--- src/rtl/pl_fetch_ctrl.sv ---
// pl_fetch_ctrl: instruction-fetch sequencer.
// Owns the PC, drives the combinational ROM address and queues fetched
// {pc, inst} pairs in a small FIFO that decode drains with valid/ready.
// Applies EX redirects (flush + new PC) and halts on fetch faults.
//
// Ports
//   clk, rst        clock (rising edge), asynchronous active-high reset
//   fetch_en        level; 1 = fetch (IDLE -> RUN), 0 = stop fetching
//   imem_a          ROM address (= PC register)
//   imem_inst       ROM read data, combinational from imem_a
//   if_valid        head entry presented to decode
//   if_ready        decode accepts head this cycle
//   if_pc, if_inst  head entry payload (0 when queue empty)
//   redirect_valid  EX taken branch/jump pulse
//   redirect_pc     redirect target
//   fault           sticky fetch fault
//   fault_pc        offending PC (misaligned target or out-of-range PC)
module pl_fetch_ctrl #(
  parameter logic [31:0] RESET_PC   = 32'h0000_0000,
  parameter int unsigned IMEM_WORDS = 32,
  parameter int unsigned FIFO_DEPTH = 2
) (
  input  logic        clk,
  input  logic        rst,
  input  logic        fetch_en,
  output logic [31:0] imem_a,
  input  logic [31:0] imem_inst,
  output logic        if_valid,
  input  logic        if_ready,
  output logic [31:0] if_pc,
  output logic [31:0] if_inst,
  input  logic        redirect_valid,
  input  logic [31:0] redirect_pc,
  output logic        fault,
  output logic [31:0] fault_pc
);

  localparam int unsigned PW = $clog2(FIFO_DEPTH);
  localparam int unsigned CW = PW + 1;
  localparam logic [31:0] IMEM_BYTES = 32'(IMEM_WORDS * 4);

  typedef enum logic [1:0] {
    IDLE = 2'd0,
    RUN  = 2'd1,
    HALT = 2'd2
  } state_t;

  state_t          r_state;
  state_t          w_state_nxt;
  logic [31:0]     r_pc;
  logic [CW-1:0]   r_count;
  logic [PW-1:0]   r_rd;
  logic [PW-1:0]   r_wr;
  logic            r_fault;
  logic [31:0]     r_fault_pc;
  logic [31:0]     r_fifo_pc   [FIFO_DEPTH];
  logic [31:0]     r_fifo_inst [FIFO_DEPTH];

  logic            w_redir;
  logic            w_misal;
  logic            w_in_range;
  logic            w_full;
  logic            w_pop;
  logic            w_push;
  logic            w_range_fault;

  // Control decode for this cycle
  always_comb begin
    w_redir       = redirect_valid && (r_state != HALT);
    w_misal       = (redirect_pc[1:0] != 2'b00);
    w_in_range    = (r_pc < IMEM_BYTES);
    w_full        = (r_count == CW'(FIFO_DEPTH));
    w_pop         = if_valid && if_ready;
    // A simultaneous pop frees a slot, so a full queue can still accept
    w_push        = (r_state == RUN) && !redirect_valid && w_in_range &&
                    (!w_full || w_pop);
    w_range_fault = (r_state == RUN) && !redirect_valid && !w_in_range;
  end

  // Next-state logic
  always_comb begin
    w_state_nxt = r_state;
    case (r_state)
      IDLE: begin
        if (w_redir && w_misal)  w_state_nxt = HALT;
        else if (w_redir)        w_state_nxt = IDLE;
        else if (fetch_en)       w_state_nxt = RUN;
      end
      RUN: begin
        if (w_redir && w_misal)  w_state_nxt = HALT;
        else if (w_range_fault)  w_state_nxt = HALT;
        else if (!fetch_en)      w_state_nxt = IDLE;
      end
      HALT:    w_state_nxt = HALT;
      default: w_state_nxt = IDLE;
    endcase
  end

  // State register
  always_ff @(posedge clk or posedge rst) begin
    if (rst) r_state <= IDLE;
    else     r_state <= w_state_nxt;
  end

  // PC, queue pointers and fault capture
  always_ff @(posedge clk or posedge rst) begin
    if (rst) begin
      r_pc       <= RESET_PC;
      r_count    <= '0;
      r_rd       <= '0;
      r_wr       <= '0;
      r_fault    <= 1'b0;
      r_fault_pc <= 32'h0;
    end else if (w_redir) begin
      // Redirect flushes the queue; a misaligned target halts instead of loading
      r_count <= '0;
      r_rd    <= '0;
      r_wr    <= '0;
      if (w_misal) begin
        r_fault    <= 1'b1;
        r_fault_pc <= redirect_pc;
      end else begin
        r_pc <= redirect_pc;
      end
    end else begin
      if (w_push) begin
        r_wr <= r_wr + PW'(1);
        r_pc <= r_pc + 32'd4;
      end
      if (w_pop) r_rd <= r_rd + PW'(1);
      r_count <= r_count + CW'(w_push) - CW'(w_pop);
      if (w_range_fault) begin
        r_fault    <= 1'b1;
        r_fault_pc <= r_pc;
      end
    end
  end

  // Queue storage; contents are qualified by r_count so no reset is needed
  always_ff @(posedge clk) begin
    if (w_push && !w_redir) begin
      r_fifo_pc[r_wr]   <= r_pc;
      r_fifo_inst[r_wr] <= imem_inst;
    end
  end

  // Output drive
  always_comb begin
    imem_a   = r_pc;
    if_valid = (r_count != '0) && !redirect_valid;
    if_pc    = (r_count != '0) ? r_fifo_pc[r_rd]   : 32'h0;
    if_inst  = (r_count != '0) ? r_fifo_inst[r_rd] : 32'h0;
    fault    = r_fault;
    fault_pc = r_fault_pc;
  end

endmodule
--- config.mk ---
export PLATFORM = sky130hd
export DESIGN_NAME = pl_fetch_ctrl
export DESIGN_NICKNAME = d
export VERILOG_FILES = /design/src/rtl/pl_fetch_ctrl.sv
export SDC_FILE = /design/constraint.sdc
export NUM_CORES = 1
export LEC_CHECK = 0
export ABC_AREA = 1
export ABC_CLOCK_PERIOD_IN_PS = 5400
export CORE_MARGIN = 2
export CORE_UTILIZATION = 30
export DETAILED_ROUTE_END_ITERATION = 8
export HOLD_SLACK_MARGIN = 0.03
export PLACE_DENSITY = 0.56
export SLEW_MARGIN = 15
export SYNTH_ARGS = -nofsm -noshare
export SYNTH_HDL_FRONTEND = slang
export SYNTH_SLANG_ARGS = --single-unit
--- constraint.sdc ---
create_clock -name clk -period 5.4 [get_ports clk]
set_clock_uncertainty 0.05 [all_clocks]
set_input_delay 1.08 -clock clk [delete_from_list [all_inputs] [get_ports clk]]
set_output_delay 1.08 -clock clk [all_outputs]
set_load 0.01 [all_outputs]
==> results.txt <==
The worst setup path is launched from a register. In the detailed route, the total length drawn on met3 is 1530 um. Counting the buffers created by CTS gives 17. Counting distinct cell types in the post-synthesis netlist gives 34. The run gives 0.399 as the final cell utilization of the core. The clock reaches the later pin of the worst-skew pair after 0.44 ns. The post-synthesis area per instance works out to 9.15 um2.

The number of hold-slack violations in the final timing report is 0, and the overall die width is 179 um. Leaving out fill and tap cells, the most frequent cells in the layout are sky130_fd_sc_hd__nand2_1, sky130_fd_sc_hd__clkdlybuf4s50_1, sky130_fd_sc_hd__edfxtp_1. The share of final-layout standard cells stronger than drive strength 1 came out at 0.0645. Adding up every negative setup slack in the final design gives 0 ns. The final setup violation count was 0; the post-CTS clock slew at the launch and capture registers of the worst setup and hold paths was 0.08 ns. For the total routed wire length on the met1 layer, the log shows 13000 um. The clock period could shrink to 3.87 ns. The clock tree synthesis step divided the H-tree into 4 levels. Maximum clock frequency: 259 MHz.

After detailed routing, the average wire length per cell comes to 16.8 um. Buffers placed on the I/O ports in this run total 198. The total number of vias was 7427; the leftover overflow at the end of global routing was 0. The number of pins exceeding their max-slew limit in the final report is 0. The combinational group share of total power was 0.404; the die boundary height was 179 um. The run finished with clean final reports.

The number of search-and-repair iterations in the first detailed-routing pass is 5, and the DRC marker count from the first detailed-route iteration is 585. The logs give 2.74 ns for the data arrival time of the critical path and 26700 um for the overall routed net length. The total global-route track usage came out at 0.166. The internal power of the cells totals 0.00361 W. Top flip-flop cell by instance count after synthesis: sky130_fd_sc_hd__edfxtp_1. The min-delay analysis places its worst path in the category reg2reg. The count of flip-flops with a built-in enable after synthesis came out at 128. Ranked by total cell area, the synthesized netlist is headed by sky130_fd_sc_hd__edfxtp_1, sky130_fd_sc_hd__dfrtp_1, sky130_fd_sc_hd__nand2_1. The number of antenna diodes in the final layout is 0. For the switching power of the nets, the log shows 0.00226 W.

The count of cells along the worst register-to-register path came out at 8. The buffer cell driving the clock tree root is sky130_fd_sc_hd__clkbuf_16. Data required time of the critical path: 4.27 ns. For this design, the sink count on the clock tree is 199.

Once the clock tree was built, the resizer swapped 0 gates to a different size. For the number of buffers inserted for hold repair after clock tree synthesis, the log shows 0. The number of maximum-capacitance constraint violations is 0, and the maximum buffer depth of the clock tree is 2.

Flip-flop and latch count after synthesis: 199. For this run, design rule violations remaining after detail routing come to 0. The initial antenna violation count came out at 1. Once detailed placement completed, the half-perimeter wirelength came to 17800 um. The tools report the instance count of the mapped netlist as 1006.

In this run the most critical hold path is launched from fault. The largest fanout on the critical path was 39. The highest metal layer carrying signal wires in the routed design is met5.

The initial standard-cell utilization of the core is 0.302, and the number of rows in the core area is 64. Leaving out fill and tap cells, the most frequent cell in the layout is sky130_fd_sc_hd__nand2_1. Of all cell types, the one taking the most synthesized area is sky130_fd_sc_hd__edfxtp_1. At the pin with the least slew margin, the transition time is 0.917 ns. Summed over all nets, wire length on met2 after detailed routing comes to 11800 um. The worst hold path stage count is 1. Setup repair after global routing left no endpoint under its margin. The async set or reset register ratio after synthesis was 0.357; the number of nets with antenna violations after detailed routing was 0. TritonCTS built the clock tree. The path with the worst hold slack has its endpoint at fault. The clock share of power was 0.225. During synthesis, Yosys emitted a total of 0 warnings.

In this run the critical register-to-register path is captured at r_fifo_pc[1][28]. The net switching share of the total power was 0.385. The detail-routed via count per cell was 4.67.

For the leakage component of the power, the log shows 4.91 nW. The worst relative slew slack is 0.389, and the cell area after technology mapping is 0.00920 mm2. The post-synth net total is 1077.

The run gives 0.0304 mm2 as the area inside the core boundary. The I/O pin total came out at 199. Proportion of netlist area held by the largest area contributor: 0.418. The run gives 214 uV as the worst-case vdd ir drop. The sequential fraction of design power is 0.371. By startpoint and endpoint, the worst setup path is classified as reg2out. The number of setup buffers added after CTS is 0. Register-to-register setup slack: 2.14 ns.

Startpoint of the worst-slack reg-to-reg timing path: imem_a[10]. The die covers 0.0321 mm2. The net count of the finished layout was 1252. The pin count of the biggest net entering global routing came out at 65. The area added between synthesis and finish works out to 31.8%.

The sequential share of the synthesized area is 0.611, and the number of global-route vias before repair is 7059. The final period utilization works out to 0.716. The first global-routing pass estimated 40400 um of wire. The tools report the type of element capturing the critical path as a primary output. Routability-driven placement finished with a final weighted congestion of 0.848.

The power density over the cells is 484 mW/mm2, and the layout filler cell count is 3001.
cell families after synthesis:
| family | synth area share |
|---|---|
| flip-flops | 0.611 |
| AND/OR/NAND/NOR | 0.263 |
| XOR/XNOR | 0.00286 |
| buffers and inverters | 0.0541 |
| adder cells (fa/ha/maj) | 0.00272 |
| AO/OA/AOI/OAI | 0.0666 |
worst max-delay path, stage by stage (launching register included):
cell and delay (ns):
sky130_fd_sc_hd__dfrtp_1 0.41, sky130_fd_sc_hd__or2_1 0.26, sky130_fd_sc_hd__inv_2 0.56, sky130_fd_sc_hd__buf_4 0.44, sky130_fd_sc_hd__a21oi_1 0.11, sky130_fd_sc_hd__clkdlybuf4s50_1 0.50
layer usage:
layer  vias up  GRT usage
met4         2     0.0407
met3        24     0.0331
li1       3698          -
met2       233      0.252
met5         -          0
met1      3470      0.242
worst max path at each step:
stage                    from                end  cells past startpoint
6_report           r_count[1]          if_pc[12]                      5
5_1_grt            r_count[1]        if_inst[26]                      5
4_1_cts            r_count[1]        if_inst[26]                      5
3_5_place_dp   redirect_valid   r_fifo_pc[1][27]                      7
3_3_place_gp         if_ready   r_fifo_pc[1][24]                      6
2_1_floorplan  redirect_valid  r_fifo_inst[1][0]                      6
flip-flops by register name (all words and copies together) (netlist names):
signal       cells
fault            1
fault_pc        32
imem_a          32
r_count          2
r_fifo_inst     64
r_fifo_pc       64
r_rd             1
r_state          2
r_wr             1
layout make-up:
cell class	count	area, um2	share of cell area
sequential	199	5620	0.464
inverter	59	221	0.0183
clock buffer	17	425	0.0351
tap	396	495	0.0409
timing repair buffer	210	2070	0.171
clock inverter	15	191	0.0158
multi-input combinational	694	3100	0.256
power groups by stage:
stage / registers (W) / clock network [W] / logic [W]
detailed placement: 0.00220 / 0 / 0.00239
floorplan: 0.00218 / 0 / 0.00114
finish: 0.00218 / 0.00132 / 0.00237
global route: 0.00222 / 0.00141 / 0.00263
global placement: 0.00221 / 0 / 0.00238
CTS: 0.00218 / 0.00135 / 0.00241
metrics by stage:
step / instance area [um2] / setup WS [ns] / cells / power [W] / hold slack [ns]
floorplan: 9200 / 0.410 / 1006 / 0.00332 / 0.449
global placement: 11500 / 1.35 / 1558 / 0.00458 / 0.418
detailed placement: 11500 / 1.32 / 1558 / 0.00460 / 0.403
CTS: 12100 / 1.46 / 1590 / 0.00594 / 0.438
global route: 12100 / 1.33 / 1590 / 0.00626 / 0.467
finish: 12100 / 1.53 / 1590 / 0.00587 / 0.439
cells in the mapped netlist, types with 5 or more instances:
| master | number |
|---|---|
| sky130_fd_sc_hd__a21oi_1 | 67 |
| sky130_fd_sc_hd__buf_1 | 5 |
| sky130_fd_sc_hd__buf_2 | 17 |
| sky130_fd_sc_hd__buf_6 | 5 |
| sky130_fd_sc_hd__clkbuf_1 | 23 |
| sky130_fd_sc_hd__dfrtp_1 | 71 |
| sky130_fd_sc_hd__edfxtp_1 | 128 |
| sky130_fd_sc_hd__inv_1 | 48 |
| sky130_fd_sc_hd__inv_2 | 10 |
| sky130_fd_sc_hd__nand2_1 | 369 |
| sky130_fd_sc_hd__nand3_1 | 105 |
| sky130_fd_sc_hd__nand4_1 | 20 |
| sky130_fd_sc_hd__nor2_1 | 61 |
| sky130_fd_sc_hd__nor2_2 | 6 |
| sky130_fd_sc_hd__o211ai_1 | 5 |
| sky130_fd_sc_hd__o21ai_0 | 31 |
Power figures use the tool's default switching activity.
